File: config.mk
export PLATFORM = sky130hd
export DESIGN_NAME = axi_addr_router
export DESIGN_NICKNAME = d
export VERILOG_FILES = /design/src/rtl/axi_addr_router.sv
export SDC_FILE = /design/constraint.sdc
export NUM_CORES = 1
export LEC_CHECK = 0
export ABC_AREA = 1
export ABC_CLOCK_PERIOD_IN_PS = 8400
export CORE_MARGIN = 2
export CORE_UTILIZATION = 46
export DETAILED_ROUTE_END_ITERATION = 16
export MAX_ROUTING_LAYER = met4
export PLACE_DENSITY = 0.92
export SKIP_LAST_GASP = 1
export SLEW_MARGIN = 20
export SYNTH_ARGS = -nofsm -noshare
export SYNTH_HDL_FRONTEND = slang
export SYNTH_SLANG_ARGS = --single-unit
File: constraint.sdc
create_clock -name ACLK -period 8.4 [get_ports ACLK]
set_input_delay 1.68 -clock ACLK [delete_from_list [all_inputs] [get_ports ACLK]]
set_output_delay 1.68 -clock ACLK [all_outputs]
set_load 0.01 [all_outputs]
File: src/rtl/axi_addr_router.sv
// AXI address-channel router: decodes an upstream address into one of NUM_SLAVES
// equal regions (or a decode-error sink) through a one-entry registered stage.
module axi_addr_router #(
  parameter int unsigned NUM_SLAVES = 4,
  parameter int unsigned ADDR_W = 32,
  parameter logic [ADDR_W-1:0] BASE_ADDR = ADDR_W'(32'h0000_0000),
  parameter int unsigned REGION_BITS = 9,
  parameter int unsigned MAX_OUTST = 4,
  localparam int unsigned SEL_W = $clog2(NUM_SLAVES + 1),
  localparam int unsigned CNT_W = 4
) (
  input  logic                  ACLK,
  input  logic                  ARESET,
  input  logic [ADDR_W-1:0]     s_addr,
  input  logic                  s_valid,
  output logic                  s_ready,
  output logic [ADDR_W-1:0]     m_addr,
  output logic [NUM_SLAVES-1:0] m_valid,
  input  logic [NUM_SLAVES-1:0] m_ready,
  output logic                  err_valid,
  input  logic                  err_ready,
  input  logic                  resp_done,
  output logic [SEL_W-1:0]      resp_sel,
  output logic [CNT_W-1:0]      outst_cnt
);

  localparam logic [ADDR_W-1:0] LOW_MASK = ADDR_W'((64'd1 << REGION_BITS) - 64'd1);

  logic [ADDR_W-1:0]     off_c;
  logic [ADDR_W-1:0]     idx_c;
  logic [ADDR_W-1:0]     fwd_c;
  logic                  err_c;
  logic [SEL_W-1:0]      dsel_c;
  logic [NUM_SLAVES-1:0] dvalid_c;
  logic                  full_c;
  logic                  fire_c;
  logic                  done_c;
  logic                  allow_c;
  logic                  s_fire_c;

  // Region decode; the below-base check keeps wrapped subtraction out of a region.
  always_comb begin
    off_c    = s_addr - BASE_ADDR;
    idx_c    = off_c >> REGION_BITS;
    err_c    = (s_addr < BASE_ADDR) || (idx_c >= ADDR_W'(NUM_SLAVES));
    dsel_c   = err_c ? SEL_W'(NUM_SLAVES) : SEL_W'(idx_c);
    fwd_c    = err_c ? s_addr : (off_c & LOW_MASK);
    dvalid_c = '0;
    for (int unsigned i = 0; i < NUM_SLAVES; i++) begin
      dvalid_c[i] = !err_c && (dsel_c == SEL_W'(i));
    end
  end

  // A completion arriving this cycle frees a slot for a same-stream request.
  always_comb begin
    full_c   = (|m_valid) || err_valid;
    fire_c   = (|(m_valid & m_ready)) || (err_valid && err_ready);
    done_c   = resp_done && (outst_cnt != '0);
    allow_c  = (outst_cnt == '0) ||
               ((dsel_c == resp_sel) && ((outst_cnt < CNT_W'(MAX_OUTST)) || done_c));
    s_ready  = !ARESET && (!full_c || fire_c) && allow_c;
    s_fire_c = s_valid && s_ready;
  end

  always_ff @(posedge ACLK) begin
    if (ARESET) begin
      m_valid   <= '0;
      err_valid <= 1'b0;
      m_addr    <= '0;
      resp_sel  <= '0;
      outst_cnt <= '0;
    end else begin
      if (s_fire_c) begin
        m_valid   <= dvalid_c;
        err_valid <= err_c;
        m_addr    <= fwd_c;
        resp_sel  <= dsel_c;
      end else if (fire_c) begin
        m_valid   <= '0;
        err_valid <= 1'b0;
      end
      if (s_fire_c && !done_c) begin
        outst_cnt <= outst_cnt + CNT_W'(1);
      end else if (!s_fire_c && done_c) begin
        outst_cnt <= outst_cnt - CNT_W'(1);
      end
    end
  end

endmodule

# Word level (Yosys, flattened, before mapping)

Index checks and enable logic that the tools add are counted.

Bits in registers: 44
Output and inout bits: 45
Logic and storage cells: 53
Bits of input ports: 41

Bitwise logic cells: 1
Add/subtract/negate cells: 2
Reductions and logical operators: 30
Magnitude comparators: 3
Muxes and demuxes: 8
Equal/unequal tests: 4

Operator list:

| cell                | count |
|---|---|
| $lt 32x1->1 const B | 1 |
| $mux 32             | 1 |
| $ge 23x3->1 const B | 1 |
| $mux 4              | 4 |
| $logic_and 1x1->1   | 12 |
| $reduce_or 4->1     | 2 |
| $eq 3x2->1 const B  | 2 |
| $logic_or 1x1->1    | 6 |
| $logic_not 1->1     | 5 |
| $add 4x1->4 const B | 1 |
| $and 4x4->4         | 1 |
| $logic_not 4->1     | 1 |
| $lt 4x3->1 const B  | 1 |
| $reduce_bool 2->1   | 2 |
| $reduce_bool 4->1   | 1 |
| $sub 4x1->4 const B | 1 |
| $eq 3x1->1 const B  | 1 |
| $eq 3x3->1          | 1 |
| $logic_not 3->1     | 1 |
| $mux 3              | 1 |
| $mux 1              | 2 |

# Logic depth before layout (Yosys ltp)

Word-level depth: 12
Gate-level depth with buffers: 23
Depth with buffers taken out: 22

# Worst setup path before layout

No wires, ideal clock.

Kind: in2out
Start: in s_addr[22]
End: out s_ready
Arrival time: 2917 ps
Buffers on the path: 1
Stages on the path: 11
Slack: 3803 ps
Cells stage by stage: or2_1 > nor2_4 > nand3_4 > nor2_2 > nor2_1 > nor2_1 > nand2_1 > nand2_2 > buf_2 > nand2_1 > inv_1

Word-level cells in the longest chain between the ends: 7
Elaborated cells between the ends (all ways): 8
Classes of those cells: order compare: 2; eq/ne: 1; mux: 1; reduce/logical: 4

RTL lines:

| element                                    | line | text |
|---|---|---|
| start, declared                            | 14   | `input logic [ADDR_W-1:0] s_addr,` |
| $lt 32x1->1 or $ge 23x3->1 (tied branches) | 45   | `err_c = (s_addr < BASE_ADDR) \|\| (idx_c >= ADDR_W'(NUM_SLAVES));` |
| $logic_or 1x1->1 *                         | 45   |  |
| $mux 3 *                                   | 46   | `dsel_c = err_c ? SEL_W'(NUM_SLAVES) : SEL_W'(idx_c);` |
| $eq 3x3->1 *                               | 60   | `((dsel_c == resp_sel) && ((outst_cnt < CNT_W'(MAX_OUTST)) \|\| done_c));` |
| $logic_and 1x1->1 *                        | 60   |  |
| $logic_or 1x1->1 *                         | 59   | `allow_c = (outst_cnt == '0) \|\|` |
| $logic_and 1x1->1 *                        | 61   | `s_ready = !ARESET && (!full_c \|\| fire_c) && allow_c;` |
| end, declared                              | 16   | `output logic s_ready,` |

Every way passes the cells marked *; elsewhere a longest branch is shown, timed or not.

# Worst setup path after layout

Ends and elaborated chain as after synthesis.

==> impl_results.md <==
- Count of antenna diodes in the layout: 0
- Share of post-route cells with drive strength above 1: 10.83%
- H-tree depth: 2
- PwrDens: between 200 and 250 mW/mm^2
- Leading cell types in the layout, fill and taps excluded: 84 x sky130_fd_sc_hd__clkdlybuf4s50_1, 59 x sky130_fd_sc_hd__nand2_1, 44 x sky130_fd_sc_hd__dfxtp_1
- Count of vias placed by the detailed router: between 2,000 and 2,500
- Vias in the first global route: ~2,100
- Starting DRT DRC Count: roughly 210
- Maximum number of pins on one net before global-route repair: 44
- Dominant cell type by area after synthesis: sky130_fd_sc_hd__dfxtp_1
- Routed vias/inst: roughly 5.4
- TritonCTS clock tree: done
- Hold violation count in the final report: 0
- Fmax: 0.1704 GHz
- Minimum period implied by the final worst setup slack: approximately 6 ns
- Max_cap viols: 0
- Status: complete, no violations
- Dpl hpwl: a little over 4000 um
- Overflow left after global routing: 0
- Depth of the worst register-to-register path: 20
- Sequential cell area fraction in the yosys report: 41.66%
- Synth cell types: 26
- Terminating pin of the worst hold path: m_addr[24]
- Critical path endpoint category: primary output
- GR Util All Layers: 23.40%
- RSZ-0062 raised after global routing: no
- Pins over their slew limit: 0
- Post-layout utilization of the core: approximately 69%
- First-pass GRT wire length: 9280 um
- Seq cells post-synth: 44
- Final routed wirelength across all metal layers: between 5000 and 6000 um
- Final worst hold slack: around 0.46 ns
- Setup bufs post-CTS: 0
- Commonest non-fill, non-tap cell in the layout: sky130_fd_sc_hd__clkdlybuf4s50_1
- Share of the synthesized area in the top cell type: about two fifths
- Mean area per synthesized cell: a little under 8 sq um
- Reg2reg setup slack: around 4.2 ns
- DRT antenna net count: 0
- Critical R2R Capture: outst_cnt[3]
- Start-to-end type of the worst setup path: in -> out
- Die Span Y: slightly above 70 um
- Share of the cycle needed by the critical path after routing: between 60% and 70%
- Number of I/O port buffers: 85
- Cell Area, Synth: between 0.002 and 0.0025 sq mm
- Area Growth Syn to Fin: 43.61%
- Total Negative Setup Slacks: 0 ns
- Syn nets: 320
- Cells resized by post-CTS repair: 0
- Post-Synthesis Cells: 275
- Critical Path AT: 4.19 ns
- Data required time of the critical path: 6.72 ns
- Detailed-route wire length per cell: between 10 and 15 um
- Ranking of synthesized cells by area: sky130_fd_sc_hd__dfxtp_1 42%, sky130_fd_sc_hd__nand2_1 10%, sky130_fd_sc_hd__nand4_1 8.6%
- Remaining max-slew budget at the tightest pin: roughly two fifths
- Standby leakage power: 0.001076 uW
- Clock slew at the register clock pins of the worst setup and hold paths: ~0.080 ns
- Count of pins on the block boundary: 86
- Bufs on Longest Clock Path: 2
- Root buffer cell: sky130_fd_sc_hd__clkbuf_8
- Effective utilization at floorplan: 48.23%
- Die Span X: around 72 um
- YS warnings: 0
- Std-Cell Core Area: between 0.004 and 0.005 sq mm
- Initial antenna violation count: 0
- Worst reg2reg startpoint: outst_cnt[0]
- CTS Buf Count: 5
- Launch point of the worst hold path: m_addr[24]
- Final Setup Violations: 0
- Depth of the worst hold-timing path: 2
- Drc violations: 0
- Worst Path Max Fanout: 30
- Layout Skew: roughly 0.0066 ns
- Max VDD drop: 0.0001860 V
- Detailed Routing Iterations Pass 1: 4
- Type of the most critical hold path: reg -> reg
- NumNets Final: around 400
- Core Rows: 24
- Number of clock sinks seen by CTS: between 40 and 50
- Clk_lat worst skew: about 0.30 ns
- Hold-fix buffers at CTS: 0
- Worst slew pin tran: 0.8780 ns
- Die Outline Area: around 0.0052 sq mm
- Weighted congestion at the end of routability-driven global placement: between 0.7 and 0.8
- Worst setup SP type: input pin
-- area by class of cell --
class | count | area [sq um]
repair buffers | 87 | 860.8
clock inverters | 2 | 35.03
multi-input cells | 195 | 1059
clock buffers | 6 | 72.57
inverters | 17 | 63.81
fillers | 347 | 1348
flip-flops and latches | 44 | 880.8
well taps | 52 | 65.06
-- flip-flops by register name, indices dropped and copies added, names as in the netlist --
register   flops
outst_cnt      4
m_valid        4
m_addr        32
resp_sel       3
err_valid      1
-- cells by family (layout without fill, tap and decap cells) --
| kind of cell | count (synthesis) | after routing | synth area share (%) |
|---|---|---|---|
| adders and majority gates | 4 | 4 | 2.722 |
| buffers and inverters | 36 | 112 | 8.461 |
| AOI/OAI and AO/OA | 50 | 50 | 14.02 |
| and+or+nand+nor | 139 | 139 | 32.31 |
| xor gates and xnor gates | 2 | 2 | 0.8286 |
| DFF | 44 | 44 | 41.66 |
-- metrics by stage --
step,instance area [sq um],cells,worst slack (ns),total power [uW]
6_report,3037,403,2.530,742.2
5_1_grt,3037,403,2.241,786.2
4_1_cts,3037,403,2.544,742.1
3_5_place_dp,2929,395,2.326,581.5
3_3_place_gp,2929,395,2.603,570.3
2_1_floorplan,2115,275,3.803,486.0
-- power by group --
group,switching (uW),total [uW],internal (uW)
Combinational,182,316,134
Sequential,24.9,265,240
Clock,72.5,161,88.3
Total,279,742,463
-- worst max-delay path, stage by stage --
cell and delay [ns]:
sky130_fd_sc_hd__clkdlybuf4s50_1 0.45, sky130_fd_sc_hd__or2_1 0.29, sky130_fd_sc_hd__nor2_4 0.16, sky130_fd_sc_hd__nand3_4 0.12, sky130_fd_sc_hd__nor2_2 0.14, sky130_fd_sc_hd__nor2_1 0.05, sky130_fd_sc_hd__nor2_1 0.10, sky130_fd_sc_hd__nand2_1 0.07
sky130_fd_sc_hd__nand2_2 0.42, sky130_fd_sc_hd__nand2_1 0.11, sky130_fd_sc_hd__inv_1 0.07, sky130_fd_sc_hd__clkdlybuf4s50_1 0.52
-- worst max path at each step --
stage                     startpoint           end  cells past startpoint
after global routing      s_addr[21]  outst_cnt[3]                     22
final                     s_addr[22]       s_ready                     12
after global placement    s_addr[22]  outst_cnt[3]                     21
after CTS                 s_addr[22]       s_ready                     12
after floorplan           s_addr[22]       s_ready                     11
after detailed placement  s_addr[22]  outst_cnt[3]                     21
-- metal layers --
| layer | global-route usage [%] | vias to the layer above | routed length, um |
|---|---|---|---|
| li1 | - | 1077 | - |
| met1 | 28.38 | 1008 | 2388 |
| met2 | 37.24 | 87 | 2870 |
| met3 | 5.767 | 15 | 340 |
| met4 | 9.644 | 0 | 130 |
| met5 | - | - | 0 |
-- synthesized netlist by cell type --
cell type,number
sky130_fd_sc_hd__or2_1,1
sky130_fd_sc_hd__inv_1,16
sky130_fd_sc_hd__clkbuf_1,7
sky130_fd_sc_hd__nand4_1,29
sky130_fd_sc_hd__nor2_4,1
sky130_fd_sc_hd__fa_1,1
sky130_fd_sc_hd__nor2_1,20
sky130_fd_sc_hd__buf_4,4
sky130_fd_sc_hd__a21oi_2,9
sky130_fd_sc_hd__ha_1,3
sky130_fd_sc_hd__a21oi_1,34
sky130_fd_sc_hd__nor2_2,3
sky130_fd_sc_hd__a211oi_1,1
sky130_fd_sc_hd__nand3_1,9
sky130_fd_sc_hd__and3_1,1
sky130_fd_sc_hd__nand3_4,2
sky130_fd_sc_hd__nand2_1,59
sky130_fd_sc_hd__nor3_1,4
sky130_fd_sc_hd__buf_6,3
sky130_fd_sc_hd__dfxtp_1,44
sky130_fd_sc_hd__a221oi_2,1
sky130_fd_sc_hd__nand2_2,10
sky130_fd_sc_hd__inv_2,1
sky130_fd_sc_hd__xor2_1,2
sky130_fd_sc_hd__buf_2,5
sky130_fd_sc_hd__o21ai_0,5
Power figures use the tool's default switching activity.
